$ cat src/rtl/mips_pkg.sv
// Shared types and encodings for the P7 hazard controller: stage shadow record,
// forward-select codes and the "operand not read" Tuse marker.
package mips_pkg;

  localparam int A_W = 5;
  localparam int T_W = 2;

  typedef logic [A_W-1:0] reg_addr_t;
  typedef logic [T_W-1:0] tnew_t;

  // D-stage forward selects
  localparam logic [1:0] FWD_D_GRF  = 2'd0;
  localparam logic [1:0] FWD_D_E    = 2'd1;
  localparam logic [1:0] FWD_D_M    = 2'd2;
  // E-stage forward selects
  localparam logic [1:0] FWD_E_NONE = 2'd0;
  localparam logic [1:0] FWD_E_M    = 2'd1;
  localparam logic [1:0] FWD_E_W    = 2'd2;

  localparam tnew_t TUSE_NONE = 2'd3;

  typedef struct packed {
    reg_addr_t a3;
    tnew_t     tnew;
    reg_addr_t rs;
    reg_addr_t rt;
  } stage_t;

  // A D-stage read depends on a stage's pending write to the same non-zero register.
  function automatic logic reads_hit(reg_addr_t addr, tnew_t tuse, reg_addr_t a3);
    return (addr != '0) && (tuse != TUSE_NONE) && (addr == a3);
  endfunction

endpackage

$ cat src/rtl/hazard_stage_reg.sv
// One E/M/W shadow record: clears to a bubble on reset or clear, and can
// saturating-decrement Tnew as the record moves one stage down the pipe.
module hazard_stage_reg
  import mips_pkg::*;
(
  input  logic   clk,
  input  logic   reset,
  input  logic   clear,
  input  logic   dec,
  input  stage_t d,
  output stage_t q
);

  always_ff @(posedge clk or posedge reset) begin
    if (reset) begin
      q <= '0;
    end else if (clear) begin
      q <= '0;
    end else begin
      q <= d;
      // NOTE: the later non-blocking write to q.tnew overrides the field from the line above.
      if (dec && d.tnew != '0) q.tnew <= d.tnew - tnew_t'(1);
    end
  end

endmodule

$ cat src/rtl/hazard_ctrl.sv
// Stall/forward controller for the 5-stage P7 pipeline: tracks E/M/W write targets
// and the HI/LO busy window, and derives stall plus D- and E-stage forward selects.
module hazard_ctrl
  import mips_pkg::*;
#(
  parameter int MULT_CYCLES = 5,
  parameter int DIV_CYCLES  = 10,
  parameter int CNT_W       = 4
) (
  input  logic       clk,
  input  logic       reset,
  input  logic       flush,
  input  logic [4:0] d_rs,
  input  logic [4:0] d_rt,
  input  logic [1:0] d_tuse_rs,
  input  logic [1:0] d_tuse_rt,
  input  logic [4:0] d_a3,
  input  logic [1:0] d_tnew,
  input  logic       d_md,
  input  logic       d_mult,
  input  logic       d_div,
  output logic       stall,
  output logic [1:0] fwd_rs_d,
  output logic [1:0] fwd_rt_d,
  output logic [1:0] fwd_rs_e,
  output logic [1:0] fwd_rt_e,
  output logic       md_busy
);

  stage_t e_q, m_q, w_q, d_rec, w_in;
  logic [CNT_W-1:0] md_cnt;
  logic e_md_start, md_issue, rs_late, rt_late;
  logic stage_unused;

  assign d_rec = '{a3: d_a3, tnew: d_tnew, rs: d_rs, rt: d_rt};
  assign w_in  = '{a3: m_q.a3, tnew: '0, rs: m_q.rs, rt: m_q.rt};
  assign stage_unused = ^{m_q.rs, m_q.rt, w_q.tnew, w_q.rs, w_q.rt};

  hazard_stage_reg u_stage_e (
    .clk(clk), .reset(reset), .clear(flush | stall), .dec(1'b0), .d(d_rec), .q(e_q)
  );
  hazard_stage_reg u_stage_m (
    .clk(clk), .reset(reset), .clear(flush), .dec(1'b1), .d(e_q), .q(m_q)
  );
  hazard_stage_reg u_stage_w (
    .clk(clk), .reset(reset), .clear(flush), .dec(1'b0), .d(w_in), .q(w_q)
  );

  function automatic logic read_late(reg_addr_t addr, tnew_t tuse, stage_t e, stage_t m);
    return (reads_hit(addr, tuse, e.a3) && e.tnew > tuse) ||
           (reads_hit(addr, tuse, m.a3) && m.tnew > tuse);
  endfunction

  // A matching E stage shadows M even when its result is not ready yet.
  function automatic logic [1:0] sel_d(reg_addr_t addr, tnew_t tuse, stage_t e, stage_t m);
    if (reads_hit(addr, tuse, e.a3)) return (e.tnew == '0) ? FWD_D_E : FWD_D_GRF;
    if (reads_hit(addr, tuse, m.a3) && m.tnew == '0) return FWD_D_M;
    return FWD_D_GRF;
  endfunction

  function automatic logic [1:0] sel_e(reg_addr_t addr, stage_t m, stage_t w);
    if (addr != '0 && addr == m.a3 && m.tnew == '0) return FWD_E_M;
    if (addr != '0 && addr == w.a3) return FWD_E_W;
    return FWD_E_NONE;
  endfunction

  assign rs_late  = read_late(d_rs, d_tuse_rs, e_q, m_q);
  assign rt_late  = read_late(d_rt, d_tuse_rt, e_q, m_q);
  assign md_busy  = (md_cnt != '0) | e_md_start;
  assign stall    = rs_late | rt_late | (d_md & md_busy);

  assign fwd_rs_d = sel_d(d_rs, d_tuse_rs, e_q, m_q);
  assign fwd_rt_d = sel_d(d_rt, d_tuse_rt, e_q, m_q);
  assign fwd_rs_e = sel_e(e_q.rs, m_q, w_q);
  assign fwd_rt_e = sel_e(e_q.rt, m_q, w_q);

  assign md_issue = (d_mult | d_div) & ~stall & ~flush;

  // The count holds while the mult/div sits in E, so busy spans that cycle plus the full latency.
  always_ff @(posedge clk or posedge reset) begin
    if (reset) begin
      md_cnt     <= '0;
      e_md_start <= 1'b0;
    end else begin
      e_md_start <= md_issue;
      if (md_issue)
        md_cnt <= d_div ? CNT_W'(DIV_CYCLES) : CNT_W'(MULT_CYCLES);
      else if (!e_md_start && md_cnt != '0)
        md_cnt <= md_cnt - CNT_W'(1);
    end
  end

endmodule
$ cat config.mk
export PLATFORM = sky130hd
export DESIGN_NAME = hazard_ctrl
export DESIGN_NICKNAME = d
export VERILOG_FILES = /design/src/rtl/mips_pkg.sv /design/src/rtl/hazard_stage_reg.sv /design/src/rtl/hazard_ctrl.sv
export SDC_FILE = /design/constraint.sdc
export NUM_CORES = 1
export LEC_CHECK = 0
export CORE_UTILIZATION = 25
export DETAILED_ROUTE_END_ITERATION = 8
export PLACE_DENSITY = 0.56
export SKIP_CTS_REPAIR_TIMING = 1
export SLEW_MARGIN = 20
export SYNTH_ARGS = -nofsm -noshare
export SYNTH_HDL_FRONTEND = slang
export SYNTH_SLANG_ARGS = --single-unit
$ cat constraint.sdc
create_clock -name clk -period 3.9 [get_ports clk]
set_clock_uncertainty 0.1 [all_clocks]
set_input_delay 0.78 -clock clk [delete_from_list [all_inputs] [get_ports clk]]
set_output_delay 0.78 -clock clk [all_outputs]
set_load 0.005 [all_outputs]
==> results.sh <==
export IMPL_status="finished, final reports clean"
export IMPL_globalRouteTotalUtil_pct=12.0
export IMPL_place_area_mm2=0.00255
export IMPL_rows=32
export IMPL_layout_commonest_cell="clkdlybuf4s50_1"
export IMPL_cp_slowest_cell="clkdlybuf4s50_1"
export IMPL_ys_seq_elements=34
export IMPL_yosysTopAreaCell="dfrtp_1"
export IMPL_setup_viol=0
export IMPL_grt_busiest_layer="met2"
export IMPL_startpoint_type="input pin"
export IMPL_vias_per_cell=4.32
export IMPL_synth_yosys_seq_area_share_pct=42.1
export IMPL_drv_cap=0
export IMPL_cts_buffers=5
export IMPL_cts_buffer_depth=2
export IMPL_wl_per_cell_um=13.3
export IMPL_ys_warn_count=0
export IMPL_syn_area_per_cell_um2=10.1
export IMPL_die_h_um=91.9
export IMPL_p_leak_nw=1.16
export IMPL_period_needed_ns=3.79
export IMPL_htree_levels=2
export IMPL_die_width_um=91.9
export IMPL_met3_usage_pct=2.32
export IMPL_critPathMaxFanout=2
export IMPL_synth_cell_types=33
export IMPL_power_density_mw_per_mm2=361
export IMPL_drive_gt1_share_pct=10.1
export IMPL_place_congestion=0.737
export IMPL_routed_wl_um=4650
export IMPL_met2_usage_pct=20.0
export IMPL_grt_max_degree=35
export IMPL_tightest_slew_ns=0.565
export IMPL_clk_insertion_delay_late_ns=0.29
export IMPL_drt_iter0_drc=59
export IMPL_tritoncts="built"
export IMPL_arrival_ns=2.91
export IMPL_route_detailed_drc=0
export IMPL_numClockSinks=34
export IMPL_pin_count=37
export IMPL_cts_root_buffer="clkbuf_8"
export IMPL_design_area_mm2=0.00264
export IMPL_diodes=0
export IMPL_min_period_over_period_pct=97.1
export IMPL_clk_pin_slew_ns=0.06
export IMPL_nFillCells=813
export IMPL_crit_type="in2out"
export IMPL_gr_total_overflow=0
export IMPL_cp_end_kind="primary output"
export IMPL_worst_hold_slack_ns=0.395
export IMPL_grt_pass1_wl_um=7800
export IMPL_grt_antenna_before_repair=0
export IMPL_crit_chain="clkdlybuf4s50_1 -> inv_1 -> ha_1 -> nor2b_1 -> o2111a_1 -> and3_1 -> a21oi_1 -> nand2_1 -> clkdlybuf4s50_1"
export IMPL_drt_pre_antenna_iters=4
export IMPL_vias=1511
export IMPL_hpwl_um=3570
export IMPL_fp_dieArea_mm2=0.00845
export IMPL_grt_pass1_vias=1574
export IMPL_postLayoutSetupSlackWorst_ns=0.114
export IMPL_dp_worst_setup_slack_ns=0.0982
export IMPL_synth_cells=201
export IMPL_final_util_pct=34.0
export IMPL_holdCritPathClass="reg2reg"
export IMPL_critPathRequiredTime_ns=3.02
export IMPL_numPortBuffers=36
export IMPL_relSlewSlack_pct=62.2
export IMPL_slew_viol_final=0
export IMPL_final_antenna_net_count=0
export IMPL_max_freq_ghz=0.264
export IMPL_synth_area_mm2=0.00202
export IMPL_crit_path_max_incr_delay_ns=0.48
export IMPL_nets=285
export IMPL_peakVddDrop_uv=183
export IMPL_tns_ns=0
export IMPL_cpMostUsedCell="clkdlybuf4s50_1"
export IMPL_final_cell_mix="clkdlybuf4s50_1, dfrtp_1, xnor2_1"
export IMPL_ff_latch_area_um2=851
export IMPL_core_area_mm2=0.00777
export IMPL_multi_input_area_mm2=0.00110
export IMPL_hold_viol_final=0
export IMPL_rsz0062_at_grt="false"
export IMPL_synth_area_leaders="dfrtp_1, xnor2_1, ha_1, xor2_1, and2_1"
export IMPL_synth_fp_nets=238
export IMPL_synthDominantCellAreaShare_pct=42.1
export IMPL_syn_to_final_growth_pct=30.6
export IMPL_start_util_pct=26.0
export IMPL_grt_use_met1_pct=14.9
==> power by group <==
| group | switching, mW | internal (mW) | total (mW) | leakage (nW) |
|---|---|---|---|---|
| clock | 0.120 | 0.119 | 0.239 | 0.0438 |
| combinational | 0.119 | 0.156 | 0.275 | 0.664 |
| sequential | 0.0448 | 0.393 | 0.438 | 0.454 |
==> worst max-delay path: cells and delay by family <==
family | cells | cell delay (ns)
AOI/OAI and AO/OA | 2 | 0.41
adders and majority gates | 1 | 0.30
buffers and inverters | 3 | 1.00
and+or+nand+nor | 3 | 0.42
==> cell families (layout without fill, tap and decap cells) <==
group / Yosys count / after routing / synth area share [%]
and+or+nand+nor: 83 / 83 / 24.2
xor gates and xnor gates: 41 / 41 / 17.8
DFF: 34 / 34 / 42.1
AOI/OAI and AO/OA: 17 / 17 / 6.06
buffers and inverters: 16 / 63 / 3.71
adders and majority gates: 10 / 10 / 6.19
==> state kept, by name (all words and copies together), names as in the netlist <==
| name | cells |
|---|---|
| u_stage_m.q | 7 |
| md_cnt | 4 |
| e_md_start | 1 |
| u_stage_e.q | 17 |
| u_stage_w.q | 5 |
==> final cells by class <==
class,count,share of cell area (%)
Multi-Input combinational cell,151,41.8
Sequential cell,34,32.2
Timing Repair Buffer,48,17.1
Tap cell,102,4.83
Clock buffer,5,2.61
Inverter,8,1.14
Clock inverter,2,0.379
==> metrics by stage <==
stage / total power, mW / instances
after floorplan: 0.614 / 201
after global placement: 0.714 / 343
after detailed placement: 0.721 / 343
after CTS: 0.963 / 350
after global routing: 1.01 / 350
final: 0.952 / 350
==> path summary, 6_finish.rpt <==
check | startpoint | to | slack, ns | depth (start not counted)
max | d_tuse_rt[1] | stall | 0.11 | 9
min | u_stage_e.q[10] | u_stage_m.q[10] | 0.40 | 1
max reg2reg | u_stage_m.q[11] | md_cnt[0] | 1.54 | 8
min reg2reg | u_stage_e.q[10] | u_stage_m.q[10] | 0.40 | 1
max in group asynchronous | reset | u_stage_e.q[12] | 2.61 | 3
min in group asynchronous | reset | u_stage_e.q[9] | 0.79 | 3
==> Yosys cell counts <==
| master | count |
|---|---|
| a211oi_1 | 1 |
| a211oi_2 | 1 |
| a21oi_1 | 4 |
| a22o_1 | 2 |
| a22oi_1 | 2 |
| and2_1 | 17 |
| and3_1 | 1 |
| and3b_2 | 1 |
| buf_6 | 2 |
| clkbuf_1 | 6 |
| dfrtp_1 | 34 |
| ha_1 | 10 |
| inv_1 | 8 |
| nand2_1 | 12 |
| nand2b_1 | 1 |
| nand3_1 | 3 |
| nand4_1 | 3 |
| nand4b_1 | 1 |
| nor2_1 | 3 |
| nor2b_1 | 13 |
| nor3_1 | 7 |
| nor3b_1 | 3 |
| nor4_1 | 8 |
| nor4b_1 | 2 |
| o2111a_1 | 1 |
| o21a_1 | 2 |
| o21ai_0 | 3 |
| o21ai_2 | 1 |
| or2_2 | 2 |
| or3_1 | 2 |
| or4_1 | 4 |
| xnor2_1 | 27 |
| xor2_1 | 14 |
==> per-layer routing <==
metal	routed length [um]	up-vias
met1	2110	694
met3	153	12
li1	-	774
met4	121	0
met5	0	-
met2	2260	31
Note: power is estimated with default switching activity, not from simulation.
